### src/rtl/hazard_pkg.sv
// Shared types for the hazard/forwarding/scoreboard unit.
package hazard_pkg;

    typedef enum logic [1:0] {
        FWD_RF  = 2'd0,
        FWD_EX  = 2'd1,
        FWD_MEM = 2'd2,
        FWD_WB  = 2'd3
    } fwd_sel_t;

    typedef enum logic {
        LT_IDLE = 1'b0,
        LT_BUSY = 1'b1
    } lt_state_t;

endpackage

### src/rtl/long_tracker.sv
// Tracks one outstanding long-latency op: down-counter, destination register
// and the one-cycle writeback strobe on the second regfile port.
module long_tracker
    import hazard_pkg::*;
#(
    parameter int unsigned LONG_LAT = 4,
    parameter int unsigned RADDR_W  = 5
)(
    input  logic               clk,
    input  logic               rst,
    input  logic               issue_long,
    input  logic [RADDR_W-1:0] rd,
    output logic               busy,
    output logic               wb_valid,
    output logic [RADDR_W-1:0] wb_rd
);

    localparam int unsigned CNT_W = $clog2(LONG_LAT);

    if (LONG_LAT < 2) begin : g_bad_lat
        $error("long_tracker: LONG_LAT must be at least 2");
    end

    lt_state_t          state, state_nxt;
    logic [CNT_W-1:0]   cnt, cnt_nxt;
    logic [RADDR_W-1:0] rd_nxt;

    always_ff @(posedge clk or posedge rst) begin
        if (rst) begin
            state <= LT_IDLE;
            cnt   <= '0;
            wb_rd <= '0;
        end else begin
            state <= state_nxt;
            cnt   <= cnt_nxt;
            wb_rd <= rd_nxt;
        end
    end

    always_comb begin
        state_nxt = state;
        cnt_nxt   = cnt;
        rd_nxt    = wb_rd;
        case (state)
            LT_IDLE: begin
                if (issue_long) begin
                    state_nxt = LT_BUSY;
                    cnt_nxt   = CNT_W'(LONG_LAT - 1);
                    rd_nxt    = rd;
                end
            end
            LT_BUSY: begin
                if (cnt == '0) begin
                    state_nxt = LT_IDLE;
                end else begin
                    cnt_nxt = cnt - CNT_W'(1);
                end
            end
            default: state_nxt = LT_IDLE;
        endcase
    end

    // Writeback lands in the last busy cycle, when the counter has drained.
    always_comb begin
        busy     = (state == LT_BUSY);
        wb_valid = (state == LT_BUSY) && (cnt == '0);
    end

endmodule

### src/rtl/hazard_sb.sv
// Hazard detection, operand forwarding and long-op scoreboard beside ID/EX.
// Optional forwarding is enabled by defining HAZARD_FWD_EN; otherwise every
// producer match stalls.
module hazard_sb
    import hazard_pkg::*;
#(
    parameter int unsigned NREG     = 32,
    parameter int unsigned RADDR_W  = 5,
    parameter int unsigned LONG_LAT = 4,
    parameter int unsigned PERF_W   = 32
)(
    input  logic               clk,
    input  logic               rst,
    input  logic               id_valid,
    input  logic [RADDR_W-1:0] id_rs1,
    input  logic [RADDR_W-1:0] id_rs2,
    input  logic               id_use_rs1,
    input  logic               id_use_rs2,
    input  logic [RADDR_W-1:0] id_rd,
    input  logic               id_regwr,
    input  logic               id_is_long,
    input  logic [RADDR_W-1:0] ex_rd,
    input  logic [RADDR_W-1:0] mem_rd,
    input  logic [RADDR_W-1:0] wb_rd,
    input  logic               ex_regwr,
    input  logic               mem_regwr,
    input  logic               wb_regwr,
    input  logic               ex_is_load,
    input  logic               mem_is_load,
    input  logic               redirect,
    output logic [1:0]         rs1_fwd,
    output logic [1:0]         rs2_fwd,
    output logic               stall,
    output logic               flush_id,
    output logic               issue,
    output logic               long_busy,
    output logic               long_wb_valid,
    output logic [RADDR_W-1:0] long_wb_rd,
    output logic [PERF_W-1:0]  stall_cycles
);

    localparam logic [PERF_W-1:0] PERF_MAX = '1;

    if (RADDR_W != $clog2(NREG)) begin : g_bad_raddr
        $error("hazard_sb: RADDR_W must equal clog2(NREG)");
    end

    // x0 is hardwired zero, so it never matches a producer.
    function automatic logic src_hit(input logic [RADDR_W-1:0] src, input logic used,
                                     input logic [RADDR_W-1:0] dst, input logic wr);
        return used && (src != '0) && (src == dst) && wr;
    endfunction

`ifdef HAZARD_FWD_EN
    function automatic fwd_sel_t fwd_pick(input logic e, input logic m, input logic w);
        if (e) return FWD_EX;
        if (m) return FWD_MEM;
        if (w) return FWD_WB;
        return FWD_RF;
    endfunction
`else
    logic unused_load;
    assign unused_load = ex_is_load ^ mem_is_load;
`endif

    logic ex1, ex2, mem1, mem2, wb1, wb2;
    logic hazard, sb_hit;

    assign ex1  = src_hit(id_rs1, id_use_rs1, ex_rd,  ex_regwr);
    assign ex2  = src_hit(id_rs2, id_use_rs2, ex_rd,  ex_regwr);
    assign mem1 = src_hit(id_rs1, id_use_rs1, mem_rd, mem_regwr);
    assign mem2 = src_hit(id_rs2, id_use_rs2, mem_rd, mem_regwr);
    assign wb1  = src_hit(id_rs1, id_use_rs1, wb_rd,  wb_regwr);
    assign wb2  = src_hit(id_rs2, id_use_rs2, wb_rd,  wb_regwr);

    always_comb begin
        rs1_fwd = 2'(FWD_RF);
        rs2_fwd = 2'(FWD_RF);
        hazard  = 1'b0;
`ifdef HAZARD_FWD_EN
        rs1_fwd = 2'(fwd_pick(ex1, mem1, wb1));
        rs2_fwd = 2'(fwd_pick(ex2, mem2, wb2));
        // Load data is not available until WB.
        hazard  = ((ex1 | ex2) & ex_is_load) | ((mem1 | mem2) & mem_is_load);
`else
        hazard  = ex1 | ex2 | mem1 | mem2 | wb1 | wb2;
`endif
        sb_hit  = long_busy & ((id_use_rs1 & (id_rs1 == long_wb_rd)) |
                               (id_use_rs2 & (id_rs2 == long_wb_rd)) |
                               (id_regwr   & (id_rd  == long_wb_rd)) |
                               id_is_long);
        stall    = id_valid & ~redirect & (hazard | sb_hit);
        flush_id = redirect;
        issue    = id_valid & ~redirect & ~stall;
    end

    long_tracker #(
        .LONG_LAT (LONG_LAT),
        .RADDR_W  (RADDR_W)
    ) u_long_tracker (
        .clk        (clk),
        .rst        (rst),
        .issue_long (issue & id_is_long),
        .rd         (id_rd),
        .busy       (long_busy),
        .wb_valid   (long_wb_valid),
        .wb_rd      (long_wb_rd)
    );

    // Saturating stall-cycle counter.
    always_ff @(posedge clk or posedge rst) begin
        if (rst) begin
            stall_cycles <= '0;
        end else if (stall && (stall_cycles != PERF_MAX)) begin
            stall_cycles <= stall_cycles + PERF_W'(1);
        end
    end

endmodule

### config.mk
export PLATFORM = sky130hd
export DESIGN_NAME = hazard_sb
export DESIGN_NICKNAME = d
export VERILOG_FILES = /design/src/rtl/hazard_pkg.sv /design/src/rtl/long_tracker.sv /design/src/rtl/hazard_sb.sv
export SDC_FILE = /design/constraint.sdc
export NUM_CORES = 1
export LEC_CHECK = 0
export CAP_MARGIN = 40
export CORE_AREA = 2 2 86 63
export CTS_CLUSTER_SIZE = 8
export DETAILED_ROUTE_END_ITERATION = 6
export DIE_AREA = 0 0 88 65
export DONT_BUFFER_PORTS = 1
export PLACE_DENSITY = 0.73
export SKIP_CTS_REPAIR_TIMING = 1
export SYNTH_ARGS = -nofsm -noshare
export SYNTH_HDL_FRONTEND = slang
export SYNTH_HIERARCHICAL = 1
export SYNTH_SLANG_ARGS = --single-unit
### constraint.sdc
create_clock -name clk -period 2 [get_ports clk]
set_clock_uncertainty 0.05 [all_clocks]
set_input_delay 0.4 -clock clk [delete_from_list [all_inputs] [get_ports clk]]
set_output_delay 0.4 -clock clk [all_outputs]
set_load 0.1 [all_outputs]
# Word level (Yosys, flattened, before mapping)

Cells that the tools add are included.
W data, S select, Z words.

Register bits: 40
Output and inout bits: 46
Logic and storage cells: 65

$add $sub $neg: 2
Eq/ne operators: 12
Multiplexer cells: 6
Bitwise logic cells: 20
Reduce and logical (&&, ||, !) cells: 21

Operators by type and width:

| kind                    | count |
|---|---|
| $eq A5 B5 Y1            | 9 |
| $add A32 B1 Y32 const B | 1 |
| $ne A32 B32 Y1 const B  | 1 |
| $logic_and A1 B1 Y1     | 16 |
| $reduce_bool A5 Y1      | 2 |
| $or A1 B1 Y1            | 9 |
| $and A1 B1 Y1           | 8 |
| $mux W2                 | 2 |
| $pmux W2 S2             | 1 |
| $reduce_and A2 Y1       | 2 |
| $not A1 Y1              | 3 |
| $logic_not A2 Y1        | 1 |
| $mux W1                 | 2 |
| $ne A2 B1 Y1 const B    | 1 |
| $ne A2 B2 Y1 const B    | 1 |
| $pmux W1 S2             | 1 |
| $sub A2 B1 Y2 const B   | 1 |

# Longest topological paths before layout

Word-level depth: 16
Depth in mapped cells: 11
Depth with buffers taken out: 10

# Cells and area by module

The synthesis kept the hierarchy.

By module, submodules not included:

| module       | times used | cells an instance | area each (um2) | seq. area each (um2) |
|---|---|---|---|---|
| hazard_sb    | 1          | 242               | 2352.3          | 800.8 |
| long_tracker | 1          | 25                | 344.1           | 200.2 |

# Worst setup path before layout

Ideal clock, no wire load.

Path type: register -> register
Start: reg u_long_tracker.wb_rd[2]
End: reg u_long_tracker.wb_rd[1]
Arrival: 4.035 ns
Path slack: -2.211 ns
Cell stages (with the launch flop): 10
Path buffers: 0
Path through: dfrtp_1 > xor2_1 > nor4_1 > and3_1 > o41ai_4 > nand3_1 > nor2_1 > and2_1 > nor2b_4 > mux2_2

Longest elaborated chain between the ends: 12

RTL lines:

| item                                    | line                             | RTL |
|---|---|---|
| from (decl)                             | long_tracker.sv:15               | `output logic [RADDR_W-1:0] wb_rd` |
| from (signal assigned)                  | long_tracker.sv:36               | `wb_rd <= rd_nxt;` |
| $eq A5 B5 Y1, on equally long branches  | hazard_sb.sv:88, hazard_sb.sv:89 |  |
| $and A1 B1 Y1, on equally long branches | hazard_sb.sv:88, hazard_sb.sv:89 |  |
| $or A1 B1 Y1                            | hazard_sb.sv:88                  | `sb_hit = long_busy & ((id_use_rs1 & (id_rs1 == long_wb_rd)) \|` |
| $or A1 B1 Y1 (*)                        | hazard_sb.sv:89                  | `(id_use_rs2 & (id_rs2 == long_wb_rd)) \|` |
| $or A1 B1 Y1 (*)                        | hazard_sb.sv:90                  | `(id_regwr & (id_rd == long_wb_rd)) \|` |
| $and A1 B1 Y1 (*)                       | hazard_sb.sv:88                  |  |
| $or A1 B1 Y1 (*)                        | hazard_sb.sv:92                  | `stall = id_valid & ~redirect & (hazard \| sb_hit);` |
| $and A1 B1 Y1 (*)                       | hazard_sb.sv:92                  |  |
| $not A1 Y1 (*)                          | hazard_sb.sv:94                  | `issue = id_valid & ~redirect & ~stall;` |
| $and A1 B1 Y1 (*)                       | hazard_sb.sv:94                  |  |
| net issue                               | hazard_sb.sv:35                  | `output logic issue,` |
| $and A1 B1 Y1 (*)                       | hazard_sb.sv:103                 | `.issue_long (issue & id_is_long),` |
| $reduce_and A2 Y1 (no line) (*)         | -                                |  |

Mark *: on every way through the listed nets, which the timed path passes. The rest lies on a longest branch.
A chain may end at the register's enable or synchronous reset.

# Worst setup path in the final report

Start: reg u_long_tracker.wb_rd[2]
End: out stall

Longest elaborated chain between the ends: 8

RTL lines:

| item                                    | line                             | RTL |
|---|---|---|
| $eq A5 B5 Y1, on equally long branches  | hazard_sb.sv:88, hazard_sb.sv:89 |  |
| $and A1 B1 Y1, on equally long branches | hazard_sb.sv:88, hazard_sb.sv:89 |  |
| $or A1 B1 Y1                            | hazard_sb.sv:88                  |  |
| $or A1 B1 Y1 (*)                        | hazard_sb.sv:89                  |  |
| $or A1 B1 Y1 (*)                        | hazard_sb.sv:90                  |  |
| $and A1 B1 Y1 (*)                       | hazard_sb.sv:88                  |  |
| $or A1 B1 Y1 (*)                        | hazard_sb.sv:92                  |  |
| $and A1 B1 Y1 (*)                       | hazard_sb.sv:92                  |  |
| to (decl)                               | hazard_sb.sv:33                  | `output logic stall,` |

Every way passes the cells marked *; elsewhere a longest branch is shown, timed or not.

==> out/qor.txt <==
Outcome: complete, but fails checks
Failing checks: negative setup slack
Layout net count: 376
CTS tree: done
DR vias: 2,244
Achievable clock frequency: 379 MHz
Syn Inst Count: 267
Cell Pwr Density: 978 nW/µm²
Clock Latency Late Sink: 290 ps
Initial antenna violation count: 0
Iter 0 DRT Violations: 106
DRT Wirelength: 6970 µm
Hold Vio Cnt, Final: 0
TritonRoute pass-1 iters: 4
Drt wl/cell: 17.3 µm
GRT met2 Usage: 0.376
Boundary Pins: 89
Post-Layout Cell Count: 404
Gr usage total: 0.249
M3 GR Usage: 0.0764
Commonest cells after routing, fill and taps aside: 67 x buf_4, 37 x xor2_1, 37 x xnor2_1
Most common cell after layout, fill and taps aside: buf_4
Core Region: 4980 µm²
Vias per inst: 5.55
GR peak layer: met2
Reg-to-reg startpoint: u_long_tracker/wb_rd[2]
Crit path largest cell delay: 510 ps
DRC violations left: 0
Die ar.: 5720 µm²
Total CTS buffers: 5
GR Layer Usage met1: 0.340
First-pass GRT wire length: 10,800 µm
Dpl cells: 389
Leak: 1.59 nW
Reg2reg setup slack: -510 ps
Max IR drop VDD: 1130 µV
Root buf cell: clkbuf_8
Max Cap Violations: 0
Asr flop ratio synth: 1.00
Congestion Overflow GR: 0
Port Buffers: 0
CP Cell Sequence: xor2_1 > nor4_1 > and3_1 > o41ai_4 > buf_4 > a31oi_4 > buf_12 > buf_12
Post-Syn Area: 2700 µm²
Slew Limit Fails: 0
Critical path fanouts, max: 5
Ratio of final minimum period to clock period: 1.32
Top_reg_cell synth: dfrtp_1
Post-synthesis average cell area: 10.1 µm²
Post-synthesis register bit count: 40
Layout filler cell count: 392
# diodes: 0
DPL Wire Length: 5330 µm
Post-route minimum period: 2640 ps
GP Congestion: 0.869
# rows: 22
CP required: 1550 ps
Die width: 88 µm
Height of the chip: 65 µm
Initial core utilization: 0.541
CTS HTree Levels: 2
Area Overhead vs Synth: 32.8%
RSZ-0062 raised after global routing: yes
Synth warnings: 6
CP arrival: 2190 ps
CTS sink cnt: 40
Worst Hold Class: primary input to async pin
Clock slew at reported path FFs: 70 ps
Worst Setup Start Kind: flip-flop
Final WS setup: -638 ps
CP Class: flip-flop to output port
Largest net degree at the start of global routing: 33
R2R depth: 11
EDFF count, synth: 0
Critical Path Slowest Stage Cell: dfrtp_4
Power Total: 0.00350 W
Reg-to-reg endpoint: stall_cycles[14]
Layout cells sized above 1: 0.434
Distinct cells, synth: 38
# setup viols final: 42
Final antenna-violating net count: 0
Max Buffers Root-to-Sink: 2
Crit. End Element: output port
Most used cell, CP: buf_12
Setup tns final: -16,350 ps
Post-synthesis sequential area ratio: 0.371
Number of global-route vias before repair: 2,272
final cells by class:
cell class	instances	area, µm²	area share
repair buffers	76	661	0.185
multi-input cells	204	1650	0.461
inverters	4	15.0	0.00419
flip-flops and latches	40	1080	0.303
well taps	72	90.1	0.0252
clock buffers	7	76.3	0.0213
clock inverters	1	5.00	0.00140
cells in the mapped netlist (all sizes together), types with 4 or more instances:
cell	number	share of area
nand4	16	0.037
and3	23	0.053
nand3	20	0.037
inv	4	0.0056
xnor2	39	0.13
dfrtp	40	0.37
nor2	9	0.015
and4	5	0.016
nor4	10	0.026
nand2	9	0.013
mux2	6	0.026
xor2	37	0.12
buf	20	0.056
worst max-delay path by stage:
stage,from,end,slack (ps),depth (start not counted)
final,u_long_tracker/wb_rd[2],stall,-640,8
after global routing,u_long_tracker/wb_rd[0],stall,-730,8
after CTS,u_long_tracker/wb_rd[2],stall,-660,8
after detailed placement,u_long_tracker/wb_rd[4],u_long_tracker/wb_rd[0],-450,9
after global placement,u_long_tracker/wb_rd[3],u_long_tracker/wb_rd[3],-380,9
after floorplan,u_long_tracker/wb_rd[2],u_long_tracker/wb_rd[0],-1030,9
kinds of logic after synthesis:
| logic type | count (synthesis) | synth area share |
|---|---|---|
| xor+xnor | 76 | 0.247 |
| buf+inv | 26 | 0.0640 |
| other cells | 1 | 0.00139 |
| simple gates | 107 | 0.244 |
| mux | 6 | 0.0264 |
| fa+ha+maj | 2 | 0.00928 |
| flops | 40 | 0.371 |
| compound gates | 9 | 0.0371 |
power breakdown:
part | internal (W) | switching [W] | leakage, nW
sequential | 0.000976 | 0.000138 | 0.482
clock | 0.000245 | 0.000272 | 0.0422
combinational | 0.000551 | 0.00132 | 1.06
metal layers:
layer | vias up | part of all wire
met5 | - | 0
met4 | 0 | 0.021
met3 | 19 | 0.074
met2 | 95 | 0.46
met1 | 1080 | 0.44
li1 | 1050 | -
worst max-delay path: cells and delay by family, from the launching register on:
kind	cells	cell delay, ps
AOI/OAI and AO/OA	2	240
DFF	1	510
xor gates and xnor gates	1	150
buffers and inverters	3	450
and+or+nand+nor	2	550
sequential cells by signal, summed over array words and instances, names as in the netlist:
register / cells
u_long_tracker/cnt: 2
stall_cycles: 32
u_long_tracker/busy: 1
u_long_tracker/wb_rd: 5
metrics by stage:
| step | utilization | area, µm² | hold slack, ps | worst slack, ps |
|---|---|---|---|---|
| 2_1_floorplan | - | 2890 | 166 | -1030 |
| 3_3_place_gp | 0.674 | 3360 | 204 | -383 |
| 3_5_place_dp | 0.674 | 3360 | 198 | -447 |
| 4_1_cts | 0.690 | 3440 | -120 | -663 |
| 5_1_grt | 0.718 | 3580 | 53.5 | -730 |
| 6_report | 0.718 | 3580 | 13.4 | -638 |
Power figures use the tool's default switching activity.
